$ cat config.mk
export PLATFORM = sky130hd
export DESIGN_NAME = display_scan_ctrl
export DESIGN_NICKNAME = d
export VERILOG_FILES = /design/src/rtl/display_scan_ctrl.sv
export SDC_FILE = /design/constraint.sdc
export NUM_CORES = 1
export LEC_CHECK = 0
export CAP_MARGIN = 30
export CORE_MARGIN = 5
export CORE_UTILIZATION = 25
export CTS_CLUSTER_SIZE = 14
export DETAILED_ROUTE_END_ITERATION = 16
export GPL_TIMING_DRIVEN = 1
export PLACE_DENSITY_LB_ADDON = 0.08
export SYNTH_ARGS = -nofsm -noshare
export SYNTH_HDL_FRONTEND = slang
export SYNTH_SLANG_ARGS = --single-unit
$ cat constraint.sdc
create_clock -name clk -period 2.6 [get_ports clk]
set_input_delay 0.39 -clock clk [delete_from_list [all_inputs] [get_ports clk]]
set_output_delay 0.39 -clock clk [all_outputs]
set_load 0.02 [all_outputs]
$ cat src/rtl/display_scan_ctrl.sv
// Scan controller that time-multiplexes one 5-bit segment decoder across up to eight
// common-anode digits. Host writes are double-buffered and committed only at frame boundaries.
module display_scan_ctrl #(
  parameter int NUM_DIGITS = 4,
  parameter int DIV        = 1000,
  parameter int BLANK      = 16
) (
  input  logic                  clk,
  input  logic                  rst_n,
  input  logic                  en,
  input  logic                  wr_en,
  input  logic [2:0]            wr_addr,
  input  logic [4:0]            wr_data,
  output logic [4:0]            code,
  output logic [NUM_DIGITS-1:0] an,
  output logic                  blank,
  output logic                  frame_done
);

  localparam int DIG_W = (NUM_DIGITS > 1) ? $clog2(NUM_DIGITS) : 1;
  localparam int CNT_W = (DIV > 1) ? $clog2(DIV) : 1;

  localparam logic [CNT_W-1:0] BLANK_LAST = CNT_W'(BLANK - 1);
  localparam logic [CNT_W-1:0] SHOW_LAST  = CNT_W'(DIV - BLANK - 1);
  localparam logic [DIG_W-1:0] DIG_LAST   = DIG_W'(NUM_DIGITS - 1);

  typedef enum logic [1:0] {
    ST_IDLE,
    ST_BLANK,
    ST_SHOW
  } state_t;

  state_t             state_q, state_d;
  logic [DIG_W-1:0]   digit_q, digit_d;
  logic [CNT_W-1:0]   cnt_q, cnt_d;
  logic               frame_done_q, frame_done_d;
  logic [4:0]         shadow_q [NUM_DIGITS];
  logic [4:0]         shadow_d [NUM_DIGITS];
  logic [4:0]         active_q [NUM_DIGITS];
  logic [4:0]         active_d [NUM_DIGITS];
  logic               commit;
  logic [4:0]         cur_code;

  // Out-of-range addresses simply match no entry, so they are dropped.
  always_comb begin
    shadow_d = shadow_q;
    if (wr_en) begin
      for (int i = 0; i < NUM_DIGITS; i++) begin
        if (wr_addr == 3'(i)) begin
          shadow_d[i] = wr_data;
        end
      end
    end
  end

  always_comb begin
    state_d      = state_q;
    digit_d      = digit_q;
    cnt_d        = cnt_q;
    frame_done_d = 1'b0;
    commit       = 1'b0;
    if (!en) begin
      state_d = ST_IDLE;
      digit_d = '0;
      cnt_d   = '0;
    end else begin
      case (state_q)
        ST_IDLE: begin
          state_d = ST_BLANK;
          digit_d = '0;
          cnt_d   = '0;
          commit  = 1'b1;
        end
        ST_BLANK: begin
          if (cnt_q == BLANK_LAST) begin
            state_d = ST_SHOW;
            cnt_d   = '0;
          end else begin
            cnt_d = cnt_q + 1'b1;
          end
        end
        ST_SHOW: begin
          if (cnt_q == SHOW_LAST) begin
            state_d = ST_BLANK;
            cnt_d   = '0;
            if (digit_q == DIG_LAST) begin
              digit_d      = '0;
              commit       = 1'b1;
              frame_done_d = 1'b1;
            end else begin
              digit_d = digit_q + 1'b1;
            end
          end else begin
            cnt_d = cnt_q + 1'b1;
          end
        end
        default: begin
          state_d = ST_IDLE;
          digit_d = '0;
          cnt_d   = '0;
        end
      endcase
    end
  end

  // shadow_d already carries a same-edge write, so a colliding write wins the commit.
  always_comb begin
    active_d = active_q;
    if (commit) begin
      active_d = shadow_d;
    end
  end

  always_ff @(posedge clk or negedge rst_n) begin
    if (!rst_n) begin
      state_q      <= ST_IDLE;
      digit_q      <= '0;
      cnt_q        <= '0;
      frame_done_q <= 1'b0;
      for (int i = 0; i < NUM_DIGITS; i++) begin
        shadow_q[i] <= '0;
        active_q[i] <= '0;
      end
    end else begin
      state_q      <= state_d;
      digit_q      <= digit_d;
      cnt_q        <= cnt_d;
      frame_done_q <= frame_done_d;
      shadow_q     <= shadow_d;
      active_q     <= active_d;
    end
  end

  always_comb begin
    cur_code = '0;
    for (int i = 0; i < NUM_DIGITS; i++) begin
      if (digit_q == DIG_W'(i)) begin
        cur_code = active_q[i];
      end
    end
  end

  // Blank slots still present the code so the decoder settles before the anode turns on.
  always_comb begin
    an    = '1;
    code  = '0;
    blank = 1'b1;
    case (state_q)
      ST_BLANK: begin
        code = cur_code;
      end
      ST_SHOW: begin
        code  = cur_code;
        blank = 1'b0;
        for (int i = 0; i < NUM_DIGITS; i++) begin
          an[i] = (digit_q != DIG_W'(i));
        end
      end
      default: begin
        an    = '1;
        code  = '0;
        blank = 1'b1;
      end
    endcase
  end

  assign frame_done = frame_done_q;

endmodule

# [Word level (Yosys, flattened, before mapping)]
# Index checks and enable logic that the tools add are counted.
[totals] out_inout_bits=11 register_bits=55 word_cells=67
[op_classes] n_reduce_logical=7 n_mux=30 n_eq_ne=16 n_addsub=2
[ops] cell="2-to-1 mux 5 bit" n=9
[ops] cell="2-to-1 mux 10 bit" n=3
[ops] cell="2-to-1 mux 20 bit" n=1
[ops] cell="one-hot mux 10 bit (2 select lines)" n=1
[ops] cell="2-to-1 mux 2 bit" n=6
[ops] cell="adder 10 x 1 -> 10 bit (second input constant)" n=1
[ops] cell="== test 10 bit (second input constant)" n=1
[ops] cell="== test 10 x 4 -> 1 bit (second input constant)" n=1
[ops] cell="== test 2 bit (second input constant)" n=3
[ops] cell="== test 3 x 2 -> 1 bit (second input constant)" n=2
[ops] cell="2-to-1 mux 1 bit" n=6
[ops] cell="!= test 2 bit (second input constant)" n=3
[ops] cell="!= test 3 bit (second input constant)" n=2
[ops] cell="one-hot mux 2 bit (3 select lines)" n=1
[ops] cell="== test 2 x 1 -> 1 bit (second input constant)" n=2
[ops] cell="logical NOT 2 bit" n=2
[ops] cell="2-to-1 mux 4 bit" n=1
[ops] cell="one-hot mux 2 bit (2 select lines)" n=1
[ops] cell="AND reduction 2 bit" n=2
[ops] cell="== test 3 x 1 -> 1 bit (second input constant)" n=1
[ops] cell="logical NOT 3 bit" n=1
[ops] cell="adder 2 x 1 -> 2 bit (second input constant)" n=1
[ops] cell="!= test 2 x 1 -> 1 bit (second input constant)" n=1
[ops] cell="one-hot mux 1 bit (2 select lines)" n=1
[ops] cell="2 further kinds" n=2

# [Logic depth before layout (Yosys ltp)]
[logic_depth] depth_word=6 ltp_mapped=8 depth_no_buf=6

# [Worst setup path before layout]
# OpenSTA, ideal clock, no wires.
[synth_timing] path_type="reg2reg" from="reg state_q[0]" to="reg active_q[11] in the netlist's numbering" setup_time_ps=125 t_required_ps=2475 setup_slack_ps=335 path_buffers=2 arrival_ps=2140 synth_period_minus_slack_ps=2265 stages_incl_launch_ff=8 cell_sequence="dfrtp_1 -> inv_1 -> ha_1 -> clkbuf_1 -> nand3_1 -> o41ai_2 -> buf_2 -> mux2_2"
[synth_via] elab_chain_len=3 elab_cells_between_ends=4
[synth_lines] element="start, declared" line_no="33" rtl="state_t state_q, state_d;"
[synth_lines] element="start signal, assigned" line_no="125" rtl="state_q <= state_d;"
[synth_lines] element="== test 2 bit / logical NOT 2 bit (equally long branches)" line_no="67" rtl="case (state_q)"
[synth_lines] element="one-hot mux 1 bit (2 select lines) *" line_no="67"
[synth_lines] element="2-to-1 mux 1 bit *" line_no="62" rtl="if (!en) begin"
[synth_lines] element="end signal, assigned" line_no="130" rtl="active_q <= active_d;"
[synth_lines] element="end, declared" line_no="39" rtl="logic [4:0] active_q [NUM_DIGITS];"
# Mark *: on every way between the ends. The rest lies on a longest branch, timed or not.
# A chain may end at the register's enable or synchronous reset.

# [Worst setup path after layout]
[layout_timing] from="reg digit_q[0]" to="out code[3]"
[layout_via] elab_chain_len=6 elab_cells_between_ends=9
[layout_lines] element="start, declared" line_no="34" rtl="logic [DIG_W-1:0] digit_q, digit_d;"
[layout_lines] element="start signal, assigned" line_no="126" rtl="digit_q <= digit_d;"
[layout_lines] element="logical NOT 2 bit" line_no="137" rtl="if (digit_q == DIG_W'(i)) begin"
[layout_lines] element="2-to-1 mux 5 bit (3 in series)" line_no="137"
[layout_lines] element="2-to-1 mux 5 bit *" line_no="137"
[layout_lines] element="2-to-1 mux 5 bit *" line_no="148" rtl="case (state_q)"
[layout_lines] element="end, declared" line_no="14" rtl="output logic [4:0] code,"
# Marked as above.

==> results.md <==
* Post-DRT Antenna Nets at 0
* EDFF count, synth at 0
* Post-synth top area cell: dfrtp_1
* Total wire length at approximately 6000 µm
* Inserted Diodes at 0
* Slew HR at between 60% and 70%
* Mapped Area at 2610 µm²
* DR vias at 1737
* Fraction of layout cells with a size suffix above 1 at 26.5%
* Total CTS buffers at 5
* Design Area, Final at about 3200 µm²
* HP Class: input pin to async pin
* Synth Register Bits at 55
* Gpl congestion at 0.742
* Clock latency on the worst-skew pair at between 0.3 and 0.4 ns
* CTS tree: yes
* Outcome: completed
* Largest net degree at the start of global routing at 31
* Top cells by count, synth: 55 x dfrtp_1, 35 x mux2_2, 21 x nand2_1, 12 x inv_1, 12 x nor2_1
* Tot GR Track Use at about a tenth
* Iteration-0 DRC Markers at between 50 and 60
* Vias in the first global route at approximately 1800
* Worst Max-Slew Pin Slew at slightly above 0.5 ns
* Die ar. at between 10000 and 15000 µm²
* Fin nets at around 280
* Final Max Tran Viols at 0
* Max Root-Sink Buffers at 2
* Post-DR vias/cell at 4.42
* Root Buffer: clkbuf_8
* Top cell type's share of synthesized area at between 50% and 60%
* Crit share post-route at between 90% and 100%
* Maximum vdd drop at between 0.2 and 0.25 mV
* PD cells at 804 nW/µm²
* Top_reg_cell synth: dfrtp_1
* Post-synth ARST share at between 90% and 100%
* Static power due to leakage at roughly 0.0013 µW
* Count leader, synth: dfrtp_1
* Place WS at roughly 0.029 ns
* Die W at roughly 110 µm
* Port-buffer cells at 22
* Area Overhead vs Synth at 22.6%
* Wire per inst at 15.4 µm
* Fin Setup TNS at 0 ns
* Warnings, synthesis at 0
* Sequential share of the synthesized area at roughly 53%
* Worst EP required at between 2 and 2.5 ns
* Clk pin slew, worst setup/hold paths at between 0.1 and 0.15 ns
* Initial Util at 25.5%
* Top post-synthesis cells by area: dfrtp_1 53%, mux2_2 15%, ha_1 4.3%
* Non-Filler Instances at a little under 400
* Synth cell types at 35
* TritonCTS Sinks at 55
* Global-route wire length before repair at 10100 µm
* Placement Cell Area at between 3000 and 4000 µm²
* Crit end category: primary output
* Fin. Hold Viols at 0
* Total gr overflow at 0
* CP Data Arrival Time at 2.10 ns
* Core Region at about 10000 µm²
* Placed Cells at 384
* Row count at 37
* Maximum clock rate at ~0.40 GHz
* H-tree Lvls at 2
* Initial antenna violation count at 0
* Crit Path Category: flip-flop to primary output
* Tmin final at 2.49 ns
* First-pass DRT Iterations at 4
* DRC at 0
* Net Count, Synth at approximately 240
* Setup Skew at between 0.015 and 0.02 ns
* Setup WS post-layout at about 0.11 ns
* Max-Cap Viols at 0
* Die Ht at roughly 110 µm
* Syn_area_per_cell at approximately 12 µm²
* I/O pin count at 23
* Mapped Cells at 220
* Startpoint Class: flip-flop
* Final setup violation count at 0
* HPWL after DPL at approximately 4400 µm
* Crit Path Max Fanout at 11
* RSZ-0062 raised after global routing: false
[cell usage in the layout (no fill, tap or decap), types with 6 or more instances in the layout]
| cell | Yosys | layout |
|---|---|---|
| nand2_1 | 21 | 21 |
| nor2_1 | 12 | 12 |
| clkdlybuf4s50_1 | 0 | 16 |
| o21ai_0 | 8 | 8 |
| buf_4 | 0 | 13 |
| mux2_2 | 35 | 35 |
| inv_1 | 12 | 12 |
| dfrtp_1 | 55 | 55 |
| ha_1 | 9 | 6 |
| nand3_1 | 6 | 6 |
[sequential cells by signal, summed over array words and instances, names as in the netlist]
| signal | cells |
|---|---|
| shadow_q | 20 |
| active_q | 20 |
| state_q | 2 |
| digit_q | 2 |
| cnt_q | 10 |
| frame_done | 1 |
[report_power, final]
part	switching [µW]	total, µW	internal, µW
combinational	411	837	426
clock	325	530	206
sequential	112	1200	1090
[cell type report]
cell class | instances | area [µm²]
Fill cell | 1043 | 7040
Sequential cell | 55 | 1380
Multi-Input combinational cell | 145 | 1170
Timing Repair Buffer | 37 | 330
Tap cell | 136 | 170
Clock buffer | 5 | 68.8
Inverter | 12 | 45.0
Clock inverter | 3 | 31.3
[what timing repair did]
action                     CTS  global route
buffers inserted             0             0
hold buffers                 1             0
hold endpoints to repair     6             0
pin swaps                    0             0
gates resized for setup      8             8
setup endpoints to repair    5             3
[worst max-delay path, stage by stage (launching register included)]
cell	delay [ns]
dfrtp_1	0.43
ha_2	0.27
nor2b_1	0.13
a221oi_1	0.08
a211o_1	0.23
a21boi_0	0.17
buf_4	0.14
dlygate4sd2_1	0.33
[path summary, 6_finish.rpt]
check | from | endpoint | slack (ns) | cells after the start
max | digit_q[0] | code[3] | 0.11 | 7
min | rst_n | shadow_q[16] | 0.44 | 2
max reg2reg | cnt_q[4] | state_q[0] | 0.47 | 4
min reg2reg | shadow_q[0] | shadow_q[0] | 0.50 | 1
max in group asynchronous | rst_n | state_q[1] | 1.54 | 3
min in group clk | shadow_q[0] | shadow_q[0] | 0.50 | 1
[cells by family after synthesis]
group	synth area share (%)
compound gates	9.36
xor+xnor	2.69
fa+ha+maj	4.32
buf+inv	2.93
flops	52.8
mux	15.5
simple gates	12.4
[metal layers]
layer  vias to the layer above  GRT usage [%]  share of wire (%)
met4                         0           3.85                2.4
met3                        13           1.99                2.5
met5                         -              0                  0
met2                        22           15.5                 45
met1                       852           14.3                 51
li1                        850              -                  -
[through the flow]
step	utilization, %	hold slack (ns)	power, µW
final	31.2	0.435	2570
after floorplan	-	0.0944	1750
after detailed placement	30.2	0.251	2100
after CTS	31.3	0.429	2620
after global routing	31.2	0.460	2760
after global placement	30.2	0.251	2100
No activity file was read; power rests on OpenSTA's default activity.
